**config.mk**
```make
export PLATFORM = sky130hd
export DESIGN_NAME = run_sequencer
export DESIGN_NICKNAME = d
export VERILOG_FILES = /design/src/rtl/run_seq_pkg.sv /design/src/rtl/seq_match_flag.sv /design/src/rtl/run_sequencer.sv
export SDC_FILE = /design/constraint.sdc
export NUM_CORES = 1
export LEC_CHECK = 0
export CAP_MARGIN = 25
export CORE_ASPECT_RATIO = 1.25
export CORE_MARGIN = 2
export CORE_UTILIZATION = 35
export DETAILED_ROUTE_END_ITERATION = 6
export GPL_TIMING_DRIVEN = 0
export HOLD_SLACK_MARGIN = 0.15
export SLEW_MARGIN = 20
export SYNTH_ARGS = -nofsm -noshare
export SYNTH_HDL_FRONTEND = slang
export SYNTH_SLANG_ARGS = --single-unit
```
**constraint.sdc**
```tcl
create_clock -name clk -period 12.9 [get_ports clk]
set_input_delay 3.87 -clock clk [delete_from_list [all_inputs] [get_ports clk]]
set_output_delay 3.87 -clock clk [all_outputs]
set_load 0.1 [all_outputs]
```
**src/rtl/run_seq_pkg.sv**
```systemverilog
// Shared types and constants for the run sequencer: state encoding and counter widths.
package run_seq_pkg;

   localparam int CNT_W_DEF = 32;
   localparam int DRAIN_W   = 4;

   typedef enum logic [2:0] {
      S_IDLE  = 3'd0,
      S_CLEAR = 3'd1,
      S_RUN   = 3'd2,
      S_PAUSE = 3'd3,
      S_DRAIN = 3'd4,
      S_DONE  = 3'd5
   } seq_state_t;

endpackage

```
**src/rtl/seq_match_flag.sv**
```systemverilog
// Sticky milestone flag: sets the cycle after a qualified count equals match, cleared by clr.
module seq_match_flag
   import run_seq_pkg::*;
#(
   parameter int CNT_W = CNT_W_DEF
) (
   input  logic             clk,
   input  logic             reset,
   input  logic             clr,
   input  logic             qual,
   input  logic [CNT_W-1:0] count,
   input  logic [CNT_W-1:0] match,
   output logic             flag
);

   always_ff @(posedge clk or posedge reset) begin
      if (reset) begin
         flag <= 1'b0;
      end else if (clr) begin
         flag <= 1'b0;
      end else if (qual && (count == match)) begin
         flag <= 1'b1;
      end
   end

endmodule

```
**src/rtl/run_sequencer.sv**
```systemverilog
// Clear/run/pause/drain/done controller for the run counter; all outputs registered except busy_o.
// RUN_SEQ_AUTO_RESTART_EN makes DONE loop back to CLEAR and enables the completed-run counter.
module run_sequencer
   import run_seq_pkg::*;
#(
   parameter int          CNT_W        = CNT_W_DEF,
   parameter int unsigned DEF_LIMIT    = 100,
   parameter int          DRAIN_CYCLES = 3
) (
   input  logic             clk,
   input  logic             reset,
   input  logic             start_i,
   input  logic             stop_i,
   input  logic             pause_i,
   input  logic             cfg_ld_i,
   input  logic [CNT_W-1:0] limit_i,
   input  logic [CNT_W-1:0] match0_i,
   input  logic [CNT_W-1:0] match1_i,
   output logic             en_o,
   output logic             clr_o,
   output logic [CNT_W-1:0] count_o,
   output logic             busy_o,
   output logic             hit0_o,
   output logic             hit1_o,
   output logic             abort_o,
   output logic             done_o,
   output logic [2:0]       state_o,
   output logic [15:0]      run_cnt_o
);

   seq_state_t         state, nxt;
   logic [CNT_W-1:0]   limit_q, match0_q, match1_q;
   logic [DRAIN_W-1:0] drain_cnt;
   logic               last_inc, abortable, qual, clr_flags;

   // count never passes limit, so count+1 cannot overflow here
   assign last_inc  = ((count_o + CNT_W'(1)) == limit_q);
   assign abortable = (state == S_CLEAR) || (state == S_RUN) ||
                      (state == S_PAUSE) || (state == S_DRAIN);
   assign qual      = (state == S_RUN) || (state == S_PAUSE);
   assign clr_flags = (nxt == S_CLEAR);
   assign busy_o    = (state != S_IDLE);
   assign state_o   = state;

   always_ff @(posedge clk or posedge reset) begin
      if (reset) begin
         state <= S_IDLE;
      end else begin
         state <= nxt;
      end
   end

   always_comb begin
      nxt = state;
      case (state)
         S_IDLE: begin
            if (start_i) nxt = S_CLEAR;
         end
         S_CLEAR: begin
            if (stop_i)                nxt = S_IDLE;
            else if (limit_q == '0)    nxt = S_DRAIN;
            else                       nxt = S_RUN;
         end
         S_RUN: begin
            if (stop_i)                nxt = S_IDLE;
            else if (last_inc)         nxt = S_DRAIN;
            else if (pause_i)          nxt = S_PAUSE;
         end
         S_PAUSE: begin
            if (stop_i)                nxt = S_IDLE;
            else if (!pause_i)         nxt = S_RUN;
         end
         S_DRAIN: begin
            if (stop_i)                nxt = S_IDLE;
            else if (drain_cnt == DRAIN_W'(DRAIN_CYCLES - 1)) nxt = S_DONE;
         end
         S_DONE: begin
`ifdef RUN_SEQ_AUTO_RESTART_EN
            nxt = S_CLEAR;
`else
            nxt = S_IDLE;
`endif
         end
         default: nxt = S_IDLE;
      endcase
   end

   always_ff @(posedge clk or posedge reset) begin
      if (reset) begin
         en_o      <= 1'b0;
         clr_o     <= 1'b0;
         done_o    <= 1'b0;
         abort_o   <= 1'b0;
         count_o   <= '0;
         drain_cnt <= '0;
         limit_q   <= CNT_W'(DEF_LIMIT);
         match0_q  <= '1;
         match1_q  <= '1;
      end else begin
         en_o   <= (nxt == S_RUN);
         clr_o  <= (nxt == S_CLEAR);
         done_o <= (nxt == S_DONE);

         if ((state == S_IDLE) && cfg_ld_i) begin
            limit_q  <= limit_i;
            match0_q <= match0_i;
            match1_q <= match1_i;
         end

         // a stopped run keeps its count so it can be inspected from IDLE
         if (nxt == S_CLEAR) begin
            count_o <= '0;
         end else if ((state == S_RUN) && !stop_i) begin
            count_o <= count_o + CNT_W'(1);
         end

         if (nxt == S_CLEAR) begin
            abort_o <= 1'b0;
         end else if (abortable && stop_i) begin
            abort_o <= 1'b1;
         end

         if (state == S_DRAIN) begin
            drain_cnt <= drain_cnt + DRAIN_W'(1);
         end else begin
            drain_cnt <= '0;
         end
      end
   end

`ifdef RUN_SEQ_AUTO_RESTART_EN
   always_ff @(posedge clk or posedge reset) begin
      if (reset) begin
         run_cnt_o <= '0;
      end else if ((state == S_DONE) && (run_cnt_o != 16'hFFFF)) begin
         run_cnt_o <= run_cnt_o + 16'd1;
      end
   end
`else
   assign run_cnt_o = '0;
`endif

   seq_match_flag #(.CNT_W(CNT_W)) u_hit0 (
      .clk   (clk),
      .reset (reset),
      .clr   (clr_flags),
      .qual  (qual),
      .count (count_o),
      .match (match0_q),
      .flag  (hit0_o)
   );

   seq_match_flag #(.CNT_W(CNT_W)) u_hit1 (
      .clk   (clk),
      .reset (reset),
      .clr   (clr_flags),
      .qual  (qual),
      .count (count_o),
      .match (match1_q),
      .flag  (hit1_o)
   );

endmodule

```
==> flow_summary.yaml, run 1 <==
status:
  status: "finished, violations left"
  violations: "design-rule violations"
route:
  vias_per_cell: 5.13
  wl_per_cell_um: 20.2
  vias: 6369
  drc: 13
  ant_nets: 0
  drt-initial-drc-count: 351
  routed_wl_um: 25100
  dr.pass1.iters: 7
power:
  netSwitchingPower_mw: 0.642
  pwr-share-seq_pct: 43.1
  vdd_drop_max_uv: 95.0
  p_per_area_nw_per_um2: 175
  clockPowerShare_pct: 25.0
  leakagePower_nw: 4.21
  switching_share_pct: 34.8
  combinationalPowerShare_pct: 32.0
  internal-power_mw: 1.20
logic_synthesis:
  synth_cell_types: 56
  syn_inst: 764
  yosys-top-cells-count: "mux2_2 (95), xor2_1 (87), dfrtp_1 (74), dfstp_2 (67), nor2_1 (57)"
  syn_avg_cell_area_um2: 10.6
  synth_top_flop_cell: "dfrtp_1"
  synth_top_cell_area_share_pct: 22.8
  synth_top_cell_by_area: "dfrtp_1"
  seq_area_frac_synth_pct: 44.5
  synth_seq_cells: 141
  ys_warn_count: 0
  async_flop_share_pct: 100
  yosysMostFrequentCell: "mux2_2"
  syn_area_um2: 8110
  synth-edff-count: 0
  synth_area_leaders: "dfrtp_1 (23%), dfstp_2 (22%), mux2_2 (13%), xor2_1 (9.4%), xnor2_1 (5.0%)"
layout:
  n_fill_cell: 2186
  area_delta_synth_final_pct: 29.9
  fin_cells: 1242
  nets: 1046
  drive_gt1_share_pct: 25.9
  n_antenna_cell: 0
timing:
  max_slew_margin_pct: 31.1
  tightest_slew_ns: 1.03
  post-route-min-period_ns: 6.33
  hold_viol: 0
  setup_viol: 0
  fin_crit_sh_pct: 49.1
  drv_slew: 0
  rsz0062_at_grt: "no"
  skew_ns: 0.0104
  fin_tns_setup_ns: 0
  max_freq_mhz: 158
grt:
  grt_pass1_vias: 6538
  grt_max_degree: 83
  grt_usage_pct: 21.0
  antenna_found_initial: 0
  grt_pass1_wl_um: 38800
  overflow: 0
run:
  maxCapViolCount: 0
clocking:
  cts.reportedPaths.clkPinSlew_ns: 0.06
  clock_sinks: 141
  htree_levels: 4
  cts.path.max_buffers: 2
  insertion_delay_ns: 0.43
  cts_setup_buffers: 0
  cts-root-buf: "clkbuf_16"
  cts_resized: 0
  holdBufCountCts: 0
  cts_buffers: 17
  cts_tree: "yes"
die:
  start_util_pct: 35.4
  fp.dieH_um: 174
  die_area_um2: 24400
  ioPinCount: 160
  rows: 62
  core-area_um2: 22900
  die_w_um: 140
placement:
  place_hpwl_um: 19600
  place_inst: 1210
  portBuffers: 142
  gp_congestion: 0.903
worst_hold_path:
  hp-class: "reg2reg"
setup_path:
  reg2reg_depth: 8
  r2r_end: "state_o[1]"
  r2r_start: "count_o[11]"
  reg2reg_slack_ns: 9.49
  worst_setup_path_end_kind: "output pin"
  cp.arrival_ns: 2.46
  cp_max_fo: 9
  startpoint_type: "flop"
  worstSetupStartpoint: "state_o[0]"
  cp.required_ns: 9.03
  path_class: "reg2out"
  crit_end: "busy_o"
[cell families (layout without fill, tap and decap cells)]
kind of cell,after synthesis,after routing,synth area share (%)
other cells,1,16,0.0462
flops,141,141,44.5
mux,97,97,13.4
compound gates,62,62,4.80
simple gates,248,248,16.9
fa+ha+maj,3,3,0.463
xor+xnor,134,134,14.6
buf+inv,78,253,5.26
[metal layers]
layer	global-route usage, %	up-vias	wire [um]
li1	-	3000	-
met1	25.9	3125	10500
met2	36.8	201	12800
met3	3.64	43	1080
met4	7.58	0	702
met5	0	-	0
[state kept, by name (all words and copies together), names as in the netlist, 3 cells and up]
register   cells
count_o       32
limit_q       32
state_o        3
drain_cnt      4
match0_q      32
match1_q      32
[critical path, stage by stage, from the launching register on]
cell and delay [ns]:
dfrtp_1 0.33, clkbuf_1 0.34, nor3_1 0.16, inv_1 0.08
clkdlybuf4s50_1 1.12
[worst min-delay path by stage]
stage                       startpoint      endpoint  slack [ns]  cells after the start
after detailed placement  drain_cnt[0]  drain_cnt[0]        0.49                      1
final                     drain_cnt[0]  drain_cnt[0]        0.49                      1
after global routing      drain_cnt[0]  drain_cnt[0]        0.52                      1
after CTS                 drain_cnt[0]  drain_cnt[0]        0.50                      1
after global placement    drain_cnt[0]  drain_cnt[0]        0.48                      1
after floorplan           drain_cnt[0]  drain_cnt[0]        0.45                      1
[power groups by stage]
stage	logic (mW)	registers, mW	clock network [mW]
floorplan	0.409	0.794	0
global placement	0.583	0.799	0
detailed placement	0.590	0.803	0
CTS	0.594	0.797	0.469
global route	0.640	0.815	0.487
finish	0.589	0.794	0.461
[layout by cell type (no fill, tap or decap), types with 31 or more instances in the layout]
master / synthesis / final
nor2_1: 57 / 57
dfstp_2: 67 / 67
nand2_1: 35 / 35
xor2_1: 87 / 87
clkdlybuf4s50_1: 0 / 142
xnor2_1: 46 / 46
dfrtp_1: 74 / 74
nor4_1: 31 / 31
mux2_2: 95 / 95
[through the flow]
step	setup WS (ns)	hold slack (ns)	util, %	area, um^2	power [mW]
3_5_place_dp	6.54	0.489	43.6	9980	1.39
2_1_floorplan	5.36	0.454	-	8170	1.20
3_3_place_gp	3.20	0.484	43.5	9950	1.38
4_1_cts	6.54	0.498	46.0	10500	1.86
5_1_grt	6.42	0.516	46.0	10500	1.94
6_report	6.57	0.492	46.0	10500	1.84
[area by class of cell]
cell class,count,area (um^2),area share [%]
multi-input cells,560,4130,39.2
flip-flops and latches,141,3610,34.3
repair buffers,143,1450,13.8
clock buffers,20,468,4.44
plain buffers,68,389,3.69
well taps,288,360,3.42
clock inverters,12,81.3,0.772
inverters,10,45.0,0.428
Note: power is estimated with default switching activity, not from simulation.
==> run 2, diff against run 1 <==
==> constraint.sdc (replaced) <==
create_clock -name clk -period 6.4 [get_ports clk]
set_input_delay 1.92 -clock clk [delete_from_list [all_inputs] [get_ports clk]]
set_output_delay 1.92 -clock clk [all_outputs]
set_load 0.1 [all_outputs]
==> results of run 2 <==
The final DEF is identical to that of run 1. Status: finished, violations left: design-rule violations.
Among the figures that moved: setup slack after placement 6.54 ns -> 1.99 ns; setup slack after layout 6.57 ns -> 2.02 ns; register-to-register setup slack 9.49 ns -> 2.99 ns; total power 1.84 mW -> 3.72 mW; worst IR drop on VDD 95.0 uV -> 191 uV
